### src/rtl/dmem_port_arbiter_pkg.sv
// Shared constants and encodings for the data-RAM port arbiter, its burst
// counter and the memory stages that share the 128x32 data RAM.
package dmem_port_arbiter_pkg;

  localparam int DMEM_ADDR_W   = 7;
  localparam int DMEM_DATA_W   = 32;
  localparam int DMEM_MAX_WAIT = 4;

  typedef enum logic {
    IDLE  = 1'b0,
    BURST = 1'b1
  } burst_state_e;

  typedef enum logic {
    OWN_PIPE = 1'b0,
    OWN_LDR  = 1'b1
  } owner_e;

endpackage

### src/rtl/dmem_burst_ctr.sv
// Loader burst sequencer: latches base/length/direction on start, walks a
// wrapping word address per accepted beat and pulses done after the last beat.
module dmem_burst_ctr
  import dmem_port_arbiter_pkg::*;
#(
  parameter int ADDR_W = DMEM_ADDR_W
) (
  input  logic              clock,
  input  logic              reset,
  input  logic              start_i,
  input  logic              we_i,
  input  logic [ADDR_W-1:0] base_i,
  input  logic [7:0]        len_i,
  input  logic              beat_i,
  output logic              busy_o,
  output logic              we_o,
  output logic [ADDR_W-1:0] addr_o,
  output logic              done_o
);

  burst_state_e      state_q, state_d;
  logic [ADDR_W-1:0] addr_q, addr_d;
  logic [7:0]        cnt_q, cnt_d;
  logic              we_q, we_d;
  logic              done_q, done_d;

  always_ff @(posedge clock) begin
    if (reset) begin
      state_q <= IDLE;
      addr_q  <= '0;
      cnt_q   <= '0;
      we_q    <= 1'b0;
      done_q  <= 1'b0;
    end else begin
      state_q <= state_d;
      addr_q  <= addr_d;
      cnt_q   <= cnt_d;
      we_q    <= we_d;
      done_q  <= done_d;
    end
  end

  always_comb begin
    state_d = state_q;
    addr_d  = addr_q;
    cnt_d   = cnt_q;
    we_d    = we_q;
    done_d  = 1'b0;
    case (state_q)
      IDLE: begin
        if (start_i) begin
          addr_d  = base_i;
          cnt_d   = len_i;
          we_d    = we_i;
          state_d = BURST;
        end
      end
      BURST: begin
        if (beat_i) begin
          // Address wraps naturally at the top of the RAM.
          addr_d = addr_q + ADDR_W'(1);
          if (cnt_q == 8'd0) begin
            state_d = IDLE;
            done_d  = 1'b1;
          end else begin
            cnt_d = cnt_q - 8'd1;
          end
        end
      end
      default: state_d = IDLE;
    endcase
  end

  assign busy_o = (state_q == BURST);
  assign we_o   = we_q;
  assign addr_o = addr_q;
  assign done_o = done_q;

endmodule

### src/rtl/dmem_port_arbiter.sv
// Data-RAM port arbiter: pipeline has priority, a starvation counter forces a
// loader grant, read data is steered by a 1-bit owner tag. Option: DMEM_ARB_PERF_EN.
module dmem_port_arbiter
  import dmem_port_arbiter_pkg::*;
#(
  parameter int ADDR_W   = DMEM_ADDR_W,
  parameter int DATA_W   = DMEM_DATA_W,
  parameter int MAX_WAIT = DMEM_MAX_WAIT
) (
  input  logic              clock,
  input  logic              reset,
`ifdef DMEM_ARB_PERF_EN
  output logic [15:0]       perf_stall_cnt,
  output logic [7:0]        perf_force_cnt,
`endif
  input  logic              p_req,
  input  logic              p_we,
  input  logic [31:0]       p_addr,
  input  logic [DATA_W-1:0] p_wdata,
  output logic              p_gnt,
  output logic              p_stall,
  output logic              p_rvalid,
  output logic [DATA_W-1:0] p_rdata,
  input  logic              l_start,
  input  logic              l_we,
  input  logic [ADDR_W-1:0] l_base,
  input  logic [7:0]        l_len,
  input  logic              l_valid,
  input  logic [DATA_W-1:0] l_wdata,
  output logic              l_ready,
  output logic              l_rvalid,
  output logic [DATA_W-1:0] l_rdata,
  output logic              l_busy,
  output logic              l_done,
  output logic [ADDR_W-1:0] ram_addr,
  output logic [DATA_W-1:0] ram_wdata,
  output logic              ram_wre,
  input  logic [DATA_W-1:0] ram_rdata
);

  localparam logic [3:0] WAIT_MAX = 4'(MAX_WAIT);

  logic              busy, ldr_we, ldr_contend, forced, l_gnt;
  logic [ADDR_W-1:0] ldr_addr, p_word, addr_q;
  logic [3:0]        wait_q, wait_d;
  logic              rd_vld_q, rd_vld_d;
  owner_e            rd_own_q, rd_own_d;
  logic [DATA_W-1:0] p_rdata_q, l_rdata_q;
  logic              unused_addr_bits;

  assign p_word           = p_addr[ADDR_W+1:2];
  assign unused_addr_bits = ^{p_addr[31:ADDR_W+2], p_addr[1:0]};
  assign l_busy           = busy;

  dmem_burst_ctr #(.ADDR_W(ADDR_W)) u_burst (
    .clock   (clock),
    .reset   (reset),
    .start_i (l_start & ~busy),
    .we_i    (l_we),
    .base_i  (l_base),
    .len_i   (l_len),
    .beat_i  (l_gnt),
    .busy_o  (busy),
    .we_o    (ldr_we),
    .addr_o  (ldr_addr),
    .done_o  (l_done)
  );

  always_comb begin
    ldr_contend = busy & l_valid;
    forced      = ldr_contend & (wait_q == WAIT_MAX);
    l_gnt       = ldr_contend & (~p_req | forced);
    p_gnt       = p_req & ~l_gnt;
    p_stall     = p_req & ~p_gnt;
    l_ready     = l_gnt;

    wait_d = wait_q;
    if (!ldr_contend || l_gnt)  wait_d = '0;
    else if (wait_q != WAIT_MAX) wait_d = wait_q + 4'd1;

    // Idle cycles keep the last address on the RAM bus.
    ram_addr  = addr_q;
    ram_wdata = '0;
    ram_wre   = 1'b0;
    rd_vld_d  = 1'b0;
    rd_own_d  = rd_own_q;
    if (l_gnt) begin
      ram_addr  = ldr_addr;
      ram_wdata = l_wdata;
      ram_wre   = ldr_we;
      rd_vld_d  = ~ldr_we;
      rd_own_d  = OWN_LDR;
    end else if (p_gnt) begin
      ram_addr  = p_word;
      ram_wdata = p_wdata;
      ram_wre   = p_we;
      rd_vld_d  = ~p_we;
      rd_own_d  = OWN_PIPE;
    end

    p_rvalid = rd_vld_q & (rd_own_q == OWN_PIPE);
    l_rvalid = rd_vld_q & (rd_own_q == OWN_LDR);
    p_rdata  = p_rvalid ? ram_rdata : p_rdata_q;
    l_rdata  = l_rvalid ? ram_rdata : l_rdata_q;
  end

  always_ff @(posedge clock) begin
    if (reset) begin
      wait_q    <= '0;
      addr_q    <= '0;
      rd_vld_q  <= 1'b0;
      rd_own_q  <= OWN_PIPE;
      p_rdata_q <= '0;
      l_rdata_q <= '0;
    end else begin
      wait_q    <= wait_d;
      addr_q    <= ram_addr;
      rd_vld_q  <= rd_vld_d;
      rd_own_q  <= rd_own_d;
      p_rdata_q <= p_rdata;
      l_rdata_q <= l_rdata;
    end
  end

`ifdef DMEM_ARB_PERF_EN
  logic [15:0] perf_stall_q;
  logic [7:0]  perf_force_q;

  always_ff @(posedge clock) begin
    if (reset) begin
      perf_stall_q <= '0;
      perf_force_q <= '0;
    end else begin
      if (p_stall && perf_stall_q != 16'hFFFF) perf_stall_q <= perf_stall_q + 16'd1;
      if (forced && perf_force_q != 8'hFF)     perf_force_q <= perf_force_q + 8'd1;
    end
  end

  assign perf_stall_cnt = perf_stall_q;
  assign perf_force_cnt = perf_force_q;
`endif

endmodule

### config.mk
export PLATFORM = sky130hd
export DESIGN_NAME = dmem_port_arbiter
export DESIGN_NICKNAME = d
export VERILOG_FILES = /design/src/rtl/dmem_port_arbiter_pkg.sv /design/src/rtl/dmem_burst_ctr.sv /design/src/rtl/dmem_port_arbiter.sv
export SDC_FILE = /design/constraint.sdc
export NUM_CORES = 1
export LEC_CHECK = 0
export CORE_MARGIN = 3
export CORE_UTILIZATION = 38
export CTS_CLUSTER_SIZE = 28
export DETAILED_ROUTE_END_ITERATION = 10
export PLACE_DENSITY_LB_ADDON = 0.3
export RECOVER_POWER = 25
export SYNTH_ARGS = -nofsm -noshare
export SYNTH_HDL_FRONTEND = slang
export SYNTH_SLANG_ARGS = --single-unit
### constraint.sdc
create_clock -name clock -period 2.4 [get_ports clock]
set_input_delay 0.48 -clock clock [delete_from_list [all_inputs] [get_ports clock]]
set_output_delay 0.48 -clock clock [all_outputs]
set_load 0.03 [all_outputs]
==> load_flow_metrics.sql, run 1 <==
INSERT INTO impl_metrics (metric_group, metric, value, unit) VALUES
('run_status', 'outcome', 'finished, violations left', ''),
('run_status', 'violations', 'negative setup slack', ''),
('logic_synthesis', 'synth_area', '4440', 'sq um'),
('finish', 'antenna_cells_inserted', '0', ''),
('clock_tree', 'cts.sink_count', '95', ''),
('logic_synthesis', 'synthesis.nets', '602', ''),
('logic_synthesis', 'seq_area_frac_synth', '0.428', ''),
('drt', 'wl_per_cell', '17.7', 'microns'),
('floorplanning', 'die_h', '114', 'microns'),
('critical_path', 'crit_path_start_kind', 'flop', ''),
('critical_path', 'crit_arrival', '2.10', 'ns'),
('floorplanning', 'floorplan.rows', '38', ''),
('sta', 'max_clock_freq', '387', 'MHz'),
('sta', 'final_critical_path_setup_slack', '-0.181', 'ns'),
('placement', 'routabilityCongestion', '0.805', ''),
('drt', 'drt_pass1_iterations', '4', ''),
('clock_tree', 'holdBufCountCts', '0', ''),
('drt', 'avgViaCountPerCell', '5.17', ''),
('sta', 'fin_tns_setup', '-4.06', 'ns'),
('drt', 'detail_route.wirelength', '15100', 'microns'),
('logic_synthesis', 'synth-async-reset-ratio', '0', ''),
('floorplanning', 'floorplan.initialDensity', '0.399', ''),
('drt', 'num_vias', '4425', ''),
('clock_tree', 'clk_pin_slew_worst_paths', '0.07', 'ns'),
('power', 'ir_drop', '0.624', 'mV'),
('logic_synthesis', 'synth-edff-count', '0', ''),
('grt', 'grt_util_met1', '0.267', ''),
('critical_path', 'reg_to_reg_critical_path_startpoint', 'wait_q[1]', ''),
('sta', 'final_critical_delay_including_setup_and_external_delays', '2.58', 'ns'),
('floorplanning', 'core_region_area', '11100', 'sq um'),
('sta', 'relSlewSlack', '0.572', ''),
('floorplanning', 'fp.dieW', '114', 'microns'),
('job', 'maxCapViolations', '0', ''),
('placement', 'dpl.cell_count', '813', ''),
('placement', 'port_buffers', '235', ''),
('sta', 'final-setup-viol-count', '40', ''),
('grt', 'routing_usage_on_met3', '0.0455', ''),
('drt', 'post-route-drc-count', '0', ''),
('finish', 'instances_no_fill', '856', ''),
('clock_tree', 'maximum_number_of_buffers_from_clock_root_to_sink', '2', ''),
('critical_path', 'crit-reg2reg-capture', 'addr_q[0]', ''),
('floorplanning', 'total_die_area', '13000', 'sq um'),
('logic_synthesis', 'synth_area_leaders', 'sky130_fd_sc_hd__dfxtp_1 (43%), sky130_fd_sc_hd__mux2_2 (16%), sky130_fd_sc_hd__and2_1 (9.0%), sky130_fd_sc_hd__a22o_1 (6.5%), sky130_fd_sc_hd__nor2_1 (1.9%)', ''),
('sta', 'report.final.hold_viol_count', '0', ''),
('finish', 'total_area_of_multi_input_combinational_cells', '2450', 'sq um'),
('logic_synthesis', 'yosysUniqueCellTypes', '47', ''),
('sta', 'finClkSkew', '0.00788', 'ns'),
('critical_path', 'timing.critical_path.fanout_max', '4', ''),
('grt', 'grt_start_max_net_pins', '47', ''),
('logic_synthesis', 'synth.ff_latch_count', '95', ''),
('power', 'pwr_cell_area', '562', 'nW/um^2'),
('drt', 'initial_drc_count', '251', ''),
('clock_tree', 'htree_num_levels', '3', ''),
('hold_path', 'hold-path-endpoint', 'u_burst.cnt_q[1]', ''),
('grt', 'antenna_found_initial', '0', ''),
('critical_path', 'worst-setup-path-type', 'flop to output pin', ''),
('logic_synthesis', 'synth_flop_cell', 'sky130_fd_sc_hd__dfxtp_1', ''),
('power', 'switching_power_as_a_share_of_total_power', '0.281', ''),
('finish', 'fill_cell_total_of_the_finished_layout', '858', ''),
('logic_synthesis', 'synthDominantAreaCellType', 'sky130_fd_sc_hd__dfxtp_1', ''),
('power', 'power.clock.fraction', '0.361', ''),
('logic_synthesis', 'synth-warning-count', '0', ''),
('sta', 'share_of_the_clock_period_used_by_the_worst_path_after_layout', '1.08', ''),
('grt', 'grt-busiest-layer', 'met2', ''),
('hold_path', 'hold_path.startpoint', 'u_burst.cnt_q[1]', ''),
('grt', 'first_pass_grt_wire_length', '22800', 'microns'),
('placement', 'hpwl', '10600', 'microns'),
('finish', 'area.growth.synth_to_final', '74.1', '%'),
('power', 'p_sw', '0.00122', 'W'),
('clock_tree', 'cts_root_buffer', 'sky130_fd_sc_hd__clkbuf_16', ''),
('drt', 'ant_nets', '0', '');
[power by group through the flow]
stage               clock (W)  combinational [W]  sequential (W)
floorplan                   0           0.000547         0.00170
global placement            0           0.000991         0.00171
detailed placement          0            0.00101         0.00171
CTS                   0.00160            0.00105         0.00168
global route          0.00166            0.00116         0.00168
finish                0.00157            0.00110         0.00168
[metrics by stage]
| stage | worst slack (ns) | cell area, sq um |
|---|---|---|
| floorplan | 0.0375 | 4460 |
| global route | -0.274 | 7730 |
| global placement | -0.114 | 6960 |
| finish | -0.181 | 7730 |
| detailed placement | -0.169 | 6960 |
| CTS | -0.152 | 7540 |
[critical path, cell delays in order (launching register included)]
cell                       delay (ns)
sky130_fd_sc_hd__dfxtp_2         0.33
sky130_fd_sc_hd__inv_2           0.07
sky130_fd_sc_hd__ha_4            0.15
sky130_fd_sc_hd__and3b_2         0.24
sky130_fd_sc_hd__a31oi_4         0.14
sky130_fd_sc_hd__buf_6           0.15
sky130_fd_sc_hd__a222oi_1        0.38
sky130_fd_sc_hd__inv_1           0.09
sky130_fd_sc_hd__buf_4           0.18
[logic make-up after synthesis]
kind of cell	synth area share
flops	0.428
mux	0.167
fa+ha+maj	0.0113
buf+inv	0.0465
simple gates	0.172
compound gates	0.173
xor+xnor	0.00197
[flip-flops by register name, summed over array words and instances, names as in the netlist]
register        count
u_burst.busy_o      1
p_rdata_q          32
rd_vld_q            1
rd_own_q            1
addr_q              7
u_burst.cnt_q       8
u_burst.we_o        1
u_burst.done_o      1
wait_q              4
u_burst.addr_o      7
l_rdata_q          32
[cell type report]
type                    instances  share of cell area
repair buffers                286               0.363
clock buffers                   9              0.0291
well taps                     140              0.0226
inverters                      18             0.00906
flip-flops and latches         95               0.246
clock inverters                 7              0.0133
multi-input cells             301               0.317
[timing repair]
action,4_1_cts,5_1_grt
setup endpoints to repair,106,42
pin swaps,4,7
gates cloned,2,1
setup buffers,17,9
resized for setup,113,21
[cell usage in the layout, fill, tap and decap left out, drive strengths merged, types with 2 or more instances in the layout]
| master | count |
|---|---|
| a211oi | 3 |
| a21o | 2 |
| a21oi | 17 |
| a222oi | 7 |
| a22o | 33 |
| a2bb2oi | 3 |
| a31oi | 2 |
| and2 | 64 |
| buf | 92 |
| bufinv | 2 |
| clkbuf | 11 |
| clkdlybuf4s50 | 126 |
| clkinv | 3 |
| dfxtp | 95 |
| dlygate4sd2 | 65 |
| ha | 4 |
| inv | 20 |
| mux2 | 65 |
| nand2 | 14 |
| nand2b | 3 |
| nand3 | 5 |
| nor2 | 23 |
| nor2b | 2 |
| nor3 | 12 |
| nor4 | 4 |
| o21a | 4 |
| o21ai | 5 |
| o311ai | 4 |
| o31ai | 6 |
| o32ai | 5 |
| or3 | 3 |
[routing by layer]
layer,vias to the layer above,wire length (microns)
met5,-,0
met4,0,240
met3,23,846
met2,141,7980
met1,2129,6080
li1,2132,-
[cells in the mapped netlist, types with 2 or more instances]
cell type / n
sky130_fd_sc_hd__a2bb2oi_1: 3
sky130_fd_sc_hd__clkbuf_1: 22
sky130_fd_sc_hd__a211oi_1: 3
sky130_fd_sc_hd__nand2b_1: 3
sky130_fd_sc_hd__nor3_1: 12
sky130_fd_sc_hd__o21a_1: 4
sky130_fd_sc_hd__o21ai_0: 5
sky130_fd_sc_hd__a222oi_1: 7
sky130_fd_sc_hd__buf_2: 3
sky130_fd_sc_hd__o31ai_1: 5
sky130_fd_sc_hd__nand2_1: 14
sky130_fd_sc_hd__nand3_1: 5
sky130_fd_sc_hd__a21oi_1: 16
sky130_fd_sc_hd__dfxtp_1: 95
sky130_fd_sc_hd__a21o_1: 2
sky130_fd_sc_hd__nor2b_1: 2
sky130_fd_sc_hd__o32ai_1: 5
sky130_fd_sc_hd__buf_1: 8
sky130_fd_sc_hd__mux2_2: 65
sky130_fd_sc_hd__and2_1: 64
sky130_fd_sc_hd__inv_1: 16
sky130_fd_sc_hd__ha_1: 4
sky130_fd_sc_hd__a22o_1: 33
sky130_fd_sc_hd__or3_4: 2
sky130_fd_sc_hd__nor4_1: 3
sky130_fd_sc_hd__o311ai_0: 4
sky130_fd_sc_hd__nor2_1: 23
[worst max path at each step]
stage / from / depth (start not counted) / slack, ns / to
finish: wait_q[1] / 8 / -0.18 / ram_addr[2]
detailed placement: l_valid / 7 / -0.17 / ram_wdata[23]
floorplan: wait_q[0] / 7 / 0.04 / ram_wdata[10]
global placement: l_valid / 7 / -0.11 / ram_wdata[23]
CTS: wait_q[1] / 8 / -0.15 / ram_addr[3]
global route: wait_q[1] / 8 / -0.27 / ram_addr[2]
(Power assumes the default switching activity.)
==> inputs of run 2 (changes only) <==
Settings changed: CORE_UTILIZATION 38 to 40, SYNTH_HIERARCHICAL set to 1.
Clock period 2.4 ns to 2.6 ns, I/O delays scaled along.
==> load_flow_metrics.sql, run 2 <==
INSERT INTO impl_metrics (metric_group, metric, value, unit) VALUES
('sta', 'final_critical_delay_including_setup_and_external_delays', '2.55', 'ns'),
('sta', 'rsz0062_at_grt', 'yes', ''),
('finish', 'final_cell_area', '7940', 'sq um'),
('logic_synthesis', 'synth_area_leaders', 'sky130_fd_sc_hd__dfxtp_1 (39%), sky130_fd_sc_hd__mux2_4 (8.9%), sky130_fd_sc_hd__and2_1 (8.3%), sky130_fd_sc_hd__mux2_2 (8.3%), sky130_fd_sc_hd__a22o_1 (4.8%)', ''),
('grt', 'grt_overflow', '0', ''),
('run_status', 'outcome', 'complete, no violations', ''),
('logic_synthesis', 'avgSynthCellArea', '10.1', 'sq um'),
('logic_synthesis', 'synth.ff_latch_count', '95', ''),
('logic_synthesis', 'yosysUniqueCellTypes', '58', ''),
('critical_path', 'cp-end-kind', 'output pin', ''),
('logic_synthesis', 'synth.cells.most_frequent', 'sky130_fd_sc_hd__dfxtp_1 (95), sky130_fd_sc_hd__and2_1 (65), sky130_fd_sc_hd__mux2_2 (36)', ''),
('critical_path', 'crit_arrival', '2.03', 'ns'),
('critical_path', 'timing.critical_path.fanout_max', '9', ''),
('critical_path', 'worst-setup-path-type', 'flop to output pin', ''),
('critical_path', 'worstPathCellList', 'inv_2, ha_4, and3b_2, buf_6, a21oi_4, clkbuf_16, buf_12, a22o_1, buf_4', ''),
('critical_path', 'worstPathRequired', '2.08', 'ns'),
('grt', 'number_of_global_route_vias_before_repair', '4548', ''),
('sta', 'report.final.hold_viol_count', '0', ''),
('power', 'power.clock.fraction', '0.335', ''),
('clock_tree', 'holdBufCountCts', '0', ''),
('logic_synthesis', 'seq_area_frac_synth', '0.389', ''),
('grt', 'grt_start_max_net_pins', '55', ''),
('critical_path', 'slowest_delay', '0.33', 'ns'),
('hold_path', 'worst_hold_path_type', 'flop to flop', ''),
('finish', 'biggestRegsByFlops', 'l_rdata_q x32, p_rdata_q x32, u_burst/cnt_q x8', ''),
('drt', 'wl_per_cell', '16.6', 'microns'),
('clock_tree', 'cts_made_buffers', '9', ''),
('critical_path', 'cpLargestDelayFamily', 'buffers and inverters', ''),
('power', 'leakage', '3.70', 'nW'),
('power', 'comb_pwr_share', '0.266', ''),
('finish', 'antenna_cells_inserted', '0', ''),
('power', 'sequentialPowerShare', '0.399', ''),
('placement', 'hpwl', '10800', 'microns'),
('logic_synthesis', 'synth-warning-count', '6', ''),
('clock_tree', 'clk_pin_slew_worst_paths', '0.06', 'ns'),
('finish', 'final_nets', '889', ''),
('power', 'p_sw', '0.00109', 'W'),
('clock_tree', 'cts_root_buffer', 'sky130_fd_sc_hd__clkbuf_16', ''),
('floorplanning', 'core_region_area', '11700', 'sq um'),
('clock_tree', 'tritoncts', 'built', ''),
('floorplanning', 'total_die_area', '13600', 'sq um'),
('drt', 'num_vias', '4600', ''),
('floorplanning', 'io_pins', '261', ''),
('floorplanning', 'fp.dieW', '117', 'microns'),
('logic_synthesis', 'synthDominantAreaCellType', 'sky130_fd_sc_hd__dfxtp_1', ''),
('clock_tree', 'cts.sink_count', '95', ''),
('floorplanning', 'floorplan.rows', '39', ''),
('grt', 'first_pass_grt_wire_length', '21600', 'microns'),
('finish', 'post-route-util', '0.681', ''),
('grt', 'antenna_found_initial', '0', ''),
('floorplanning', 'floorplan.initialDensity', '0.419', ''),
('power', 'p_int', '0.00285', 'W'),
('floorplanning', 'die_h', '117', 'microns'),
('finish', 'drive_above_1_share', '0.248', ''),
('drt', 'drt_pass1_iterations', '4', ''),
('logic_synthesis', 'synthesis.nets', '640', ''),
('sta', 'share_of_the_clock_period_used_by_the_worst_path_after_layout', '0.982', ''),
('sta', 'slew_viol_final', '0', ''),
('placement', 'routabilityCongestion', '0.799', ''),
('critical_path', 'slowest_stage', 'sky130_fd_sc_hd__dfxtp_2', ''),
('drt', 'ant_nets', '0', ''),
('sta', 'finClkSkew', '0.00452', 'ns'),
('power', 'pwr_cell_area', '496', 'nW/um^2'),
('logic_synthesis', 'synth-edff-count', '0', ''),
('drt', 'detail_route.wirelength', '14700', 'microns'),
('drt', 'post-route-drc-count', '0', ''),
('clock_tree', 'insertion_delay', '0.33', 'ns'),
('placement', 'port_buffers', '235', ''),
('power', 'total_power', '0.00394', 'W'),
('finish', 'layout_commonest_cell', 'sky130_fd_sc_hd__clkdlybuf4s50_1', ''),
('placement', 'dpl-instance-area', '7380', 'sq um'),
('critical_path', 'crit_path_start_kind', 'flop', ''),
('drt', 'initial_drc_count', '166', ''),
('power', 'ir_drop', '0.271', 'mV'),
('sta', 'hold_slack', '0.514', 'ns'),
('clock_tree', 'maximum_number_of_buffers_from_clock_root_to_sink', '2', ''),
('finish', 'area.growth.synth_to_final', '62.5', '%'),
('power', 'switching_power_as_a_share_of_total_power', '0.276', ''),
('grt', 'grt_util_all_layers', '0.197', ''),
('logic_synthesis', 'synth-async-reset-ratio', '0', ''),
('job', 'maxCapViolations', '0', ''),
('finish', 'commonest_non_fill_non_tap_cells_in_the_layout', 'sky130_fd_sc_hd__clkdlybuf4s50_1 (171), sky130_fd_sc_hd__dfxtp_1 (92), sky130_fd_sc_hd__and2_1 (65), sky130_fd_sc_hd__buf_4 (54), sky130_fd_sc_hd__mux2_2 (33)', ''),
('logic_synthesis', 'synth_flop_cell', 'sky130_fd_sc_hd__dfxtp_1', ''),
('logic_synthesis', 'synth_area', '4890', 'sq um'),
('logic_synthesis', 'synthesis.instances', '485', ''),
('drt', 'avgViaCountPerCell', '5.22', ''),
('sta', 'worst-slew-pin-transition', '0.728', 'ns'),
('sta', 'final-setup-viol-count', '0', ''),
('sta', 'max_clock_freq', '392', 'MHz'),
('clock_tree', 'htree_num_levels', '3', ''),
('critical_path', 'timing.critical_path.buf_inv', '5', ''),
('sta', 'relSlewSlack', '0.514', ''),
('logic_synthesis', 'yosysTopAreaCellShare', '0.389', ''),
('logic_synthesis', 'most_frequent_cell_after_synthesis', 'sky130_fd_sc_hd__dfxtp_1', '');
[run 2: layer usage]
layer / GRT usage / share of wire / up-vias
li1: - / - / 2238
met1: 0.224 / 0.39 / 2148
met2: 0.367 / 0.53 / 194
met3: 0.0503 / 0.070 / 20
met4: 0.0489 / 0.013 / 0
met5: 0 / 0 / -
[run 2: worst reg2reg max path: stages, from the launching register on]
cell and delay [ns]:
sky130_fd_sc_hd__dfxtp_2 0.32, sky130_fd_sc_hd__inv_2 0.06, sky130_fd_sc_hd__ha_4 0.15, sky130_fd_sc_hd__nand3b_4 0.08, sky130_fd_sc_hd__buf_4 0.19, sky130_fd_sc_hd__a21oi_4 0.24, sky130_fd_sc_hd__buf_12 0.17, sky130_fd_sc_hd__mux2i_1 0.11
sky130_fd_sc_hd__a31oi_1 0.35, sky130_fd_sc_hd__o21ai_0 0.16, sky130_fd_sc_hd__a211oi_1 0.24
[run 2: cell families (layout without fill, tap and decap cells)]
family                     count (synthesis)  after routing  share of synthesized area
AOI/OAI and AO/OA                        109            109                      0.169
muxes                                     70             70                      0.182
xor gates and xnor gates                   1              1                    0.00179
and+or+nand+nor                          158            158                      0.190
DFF                                       95             95                      0.389
adders and majority gates                  5              5                     0.0128
buffers and inverters                     47            300                     0.0556
[run 2: layout make-up]
class | instances | area, sq um
Timing Repair Buffer | 274 | 2770
Clock buffer | 12 | 256
Multi-Input combinational cell | 343 | 2750
Inverter | 11 | 41.3
Fill cell | 889 | 3720
Tap cell | 143 | 179
Clock inverter | 3 | 42.5
Sequential cell | 95 | 1910
[run 2: path summary, 6_finish.rpt]
path	start	end	slack, ns	cells after the start
worst max-delay path	wait_q[1]	ram_wdata[3]	0.05	9
worst min-delay path	u_burst/cnt_q[7]	u_burst/cnt_q[7]	0.51	2
worst max register to register	wait_q[1]	u_burst/cnt_q[0]	0.45	10
worst min register to register	u_burst/cnt_q[7]	u_burst/cnt_q[7]	0.51	2
[run 2: timing repair]
action,4_1_cts,5_1_grt
buffers inserted,5,8
pin swaps,2,5
setup endpoints to repair,55,52
resized for setup,15,35
gates cloned,1,2
[run 2: power groups by stage]
stage / registers [W] / logic [W] / clock network (W)
6_report: 0.00157 / 0.00105 / 0.00132
5_1_grt: 0.00158 / 0.00112 / 0.00141
4_1_cts: 0.00157 / 0.00105 / 0.00135
3_5_place_dp: 0.00160 / 0.00102 / 0
3_3_place_gp: 0.00160 / 0.00100 / 0
2_1_floorplan: 0.00159 / 0.000589 / 0
[run 2: per-stage QoR]
| stage | setup TNS, ns | setup slack [ns] | std cells |
|---|---|---|---|
| finish | 0 | 0.0463 | 881 |
| floorplan | 0 | 0.225 | 485 |
| CTS | 0 | 0.00259 | 872 |
| global placement | -2.26 | -0.389 | 851 |
| detailed placement | -2.59 | -0.365 | 851 |
| global route | -0.305 | -0.0334 | 881 |
==> inputs of run 3 (changes only) <==
Settings changed: MAX_ROUTING_LAYER set to met4.
==> load_flow_metrics.sql, run 3 (synthesis gave the netlist of run 2 again) <==
INSERT INTO impl_metrics (metric_group, metric, value, unit) VALUES
('run_status', 'outcome', 'complete, no violations', ''),
('sta', 'share_of_the_clock_period_used_by_the_worst_path_after_layout', '0.977', ''),
('grt', 'grt_util_all_layers', '0.203', ''),
('finish', 'final_nets', '889', ''),
('finish', 'commonest_non_fill_non_tap_cells_in_the_layout', 'sky130_fd_sc_hd__clkdlybuf4s50_1 (171), sky130_fd_sc_hd__dfxtp_1 (92), sky130_fd_sc_hd__and2_1 (65), sky130_fd_sc_hd__buf_4 (50), sky130_fd_sc_hd__mux2_2 (33)', ''),
('sta', 'relSlewSlack', '0.509', ''),
('sta', 'final-setup-viol-count', '0', ''),
('grt', 'grt_overflow', '0', ''),
('floorplanning', 'fp.dieW', '117', 'microns'),
('clock_tree', 'maximum_number_of_buffers_from_clock_root_to_sink', '2', ''),
('critical_path', 'reg2regPathDepth', '10', ''),
('drt', 'route.layer.met1.wl', '5870', 'microns'),
('finish', 'instances_no_fill', '881', ''),
('floorplanning', 'floorplan.initialDensity', '0.419', ''),
('power', 'leakage', '3.70', 'nW'),
('drt', 'avgViaCountPerCell', '5.20', ''),
('floorplanning', 'io_pins', '261', ''),
('sta', 'report.final.hold_viol_count', '0', ''),
('clock_tree', 'tritoncts', 'built', ''),
('critical_path', 'timing.critical_path.fanout_max', '9', ''),
('drt', 'detail_route.wirelength', '14600', 'microns'),
('grt', 'antenna_found_initial', '0', ''),
('clock_tree', 'cts_made_buffers', '9', ''),
('critical_path', 'r2r_slack', '0.47', 'ns'),
('critical_path', 'crit-reg2reg-capture', 'u_burst/cnt_q[0]', ''),
('grt', 'number_of_global_route_vias_before_repair', '4554', ''),
('finish', 'biggestRegsByFlops', 'l_rdata_q x32, p_rdata_q x32, u_burst/cnt_q x8', ''),
('clock_tree', 'insertion_delay', '0.33', 'ns'),
('drt', 'num_vias', '4583', ''),
('finish', 'drive_above_1_share', '0.248', ''),
('clock_tree', 'clk_pin_slew_worst_paths', '0.07', 'ns'),
('sta', 'finClkSkew', '0.00515', 'ns'),
('finish', 'area.growth.synth_to_final', '62.9', '%'),
('placement', 'hpwl', '10800', 'microns'),
('placement', 'dpl-instance-area', '7380', 'sq um'),
('critical_path', 'worst-setup-path-type', 'flop to output pin', ''),
('drt', 'post-route-drc-count', '0', ''),
('finish', 'antenna_cells_inserted', '0', ''),
('sta', 'rsz0062_at_grt', 'yes', ''),
('job', 'maxCapViolations', '0', ''),
('sta', 'slew_viol_final', '0', ''),
('clock_tree', 'cts_root_buffer', 'sky130_fd_sc_hd__clkbuf_16', ''),
('finish', 'layout_commonest_cell', 'sky130_fd_sc_hd__clkdlybuf4s50_1', ''),
('drt', 'routed-wl-met3', '903', 'microns'),
('critical_path', 'crit_arrival', '2.02', 'ns'),
('clock_tree', 'cts.sink_count', '95', ''),
('drt', 'wl_per_cell', '16.6', 'microns'),
('floorplanning', 'total_die_area', '13600', 'sq um'),
('placement', 'dpl.cell_count', '851', ''),
('floorplanning', 'floorplan.rows', '39', ''),
('critical_path', 'worstPathRequired', '2.08', 'ns'),
('power', 'pwr_cell_area', '495', 'nW/um^2'),
('sta', 'hold_slack', '0.519', 'ns'),
('placement', 'routabilityCongestion', '0.811', ''),
('drt', 'initial_drc_count', '172', ''),
('sta', 'max_clock_freq', '394', 'MHz'),
('drt', 'highest_layer', 'met4', ''),
('hold_path', 'worst_hold_path_type', 'flop to flop', ''),
('drt', 'drt_pass1_iterations', '4', ''),
('placement', 'port_buffers', '235', ''),
('critical_path', 'reg_to_reg_critical_path_startpoint', 'wait_q[1]', ''),
('floorplanning', 'core_region_area', '11700', 'sq um'),
('grt', 'grt_start_max_net_pins', '55', ''),
('finish', 'final_cell_area', '7960', 'sq um'),
('grt', 'first_pass_grt_wire_length', '21600', 'microns'),
('power', 'ir_drop', '0.273', 'mV'),
('critical_path', 'critical_path_destination', 'ram_wdata[28]', ''),
('sta', 'fin_tns_setup', '0', 'ns'),
('critical_path', 'crit_path_start', 'wait_q[1]', ''),
('drt', 'met2WireLength', '7690', 'microns'),
('sta', 'final_critical_delay_including_setup_and_external_delays', '2.54', 'ns'),
('floorplanning', 'die_h', '117', 'microns'),
('clock_tree', 'htree_num_levels', '3', ''),
('drt', 'ant_nets', '0', ''),
('sta', 'worst-slew-pin-transition', '0.736', 'ns'),
('critical_path', 'crit_path_start_kind', 'flop', ''),
('critical_path', 'cp-end-kind', 'output pin', '');
## run 3: layout make-up
type	count	area [sq um]
timing repair buffer	274	2790
inverter	11	41.3
tap	143	179
sequential	95	1910
clock inverter	3	42.5
clock buffer	12	256
multi-input combinational	343	2750
fill	887	3700
## run 3: worst max-delay path, stage by stage, from the launching register on
cell                      delay [ns]
sky130_fd_sc_hd__dfxtp_2        0.33
sky130_fd_sc_hd__inv_2          0.04
sky130_fd_sc_hd__ha_4           0.16
sky130_fd_sc_hd__and3b_2        0.22
sky130_fd_sc_hd__buf_6          0.13
sky130_fd_sc_hd__a21oi_4        0.22
sky130_fd_sc_hd__buf_4          0.16
sky130_fd_sc_hd__buf_12         0.12
sky130_fd_sc_hd__a22o_1         0.16
sky130_fd_sc_hd__buf_6          0.14
## run 3: worst min-delay path by stage
stage,startpoint,to,slack (ns),cells past startpoint
global placement,wait_q[0],wait_q[0],0.44,1
detailed placement,wait_q[0],wait_q[0],0.46,1
finish,wait_q[0],wait_q[0],0.52,2
global route,u_burst/cnt_q[7],u_burst/cnt_q[7],0.54,2
CTS,wait_q[0],wait_q[0],0.51,2
floorplan,wait_q[0],wait_q[0],0.43,1
## run 3: repair_timing
| action | in CTS | in global routing |
|---|---|---|
| gates cloned | 1 | 2 |
| gates resized for setup | 15 | 39 |
| endpoints found under the setup margin | 55 | 52 |
| hold buffers | 0 | 0 |
| pin swaps | 2 | 5 |
| setup buffers | 5 | 8 |
## run 3: layer usage
metal,global-route usage,up-vias
li1,-,2234
met1,0.230,2140
met2,0.367,192
met3,0.0425,17
met4,0.0466,0
met5,-,-
## run 3: report_power, final
| part | total (W) | internal [W] | switching, W |
|---|---|---|---|
| Sequential | 0.00157 | 0.00152 | 0.0000531 |
| Combinational | 0.00105 | 0.000546 | 0.000506 |
| Clock | 0.00132 | 0.000791 | 0.000529 |
| Total | 0.00394 | 0.00285 | 0.00109 |
## run 3: metrics by stage
| step | setup slack [ns] | total power (W) | utilization |
|---|---|---|---|
| 4_1_cts | 0.00259 | 0.00397 | 0.668 |
| 3_3_place_gp | -0.389 | 0.00260 | 0.632 |
| 3_5_place_dp | -0.365 | 0.00262 | 0.632 |
| 5_1_grt | -0.0356 | 0.00411 | 0.682 |
| 6_report | 0.0588 | 0.00394 | 0.682 |
| 2_1_floorplan | 0.225 | 0.00217 | - |
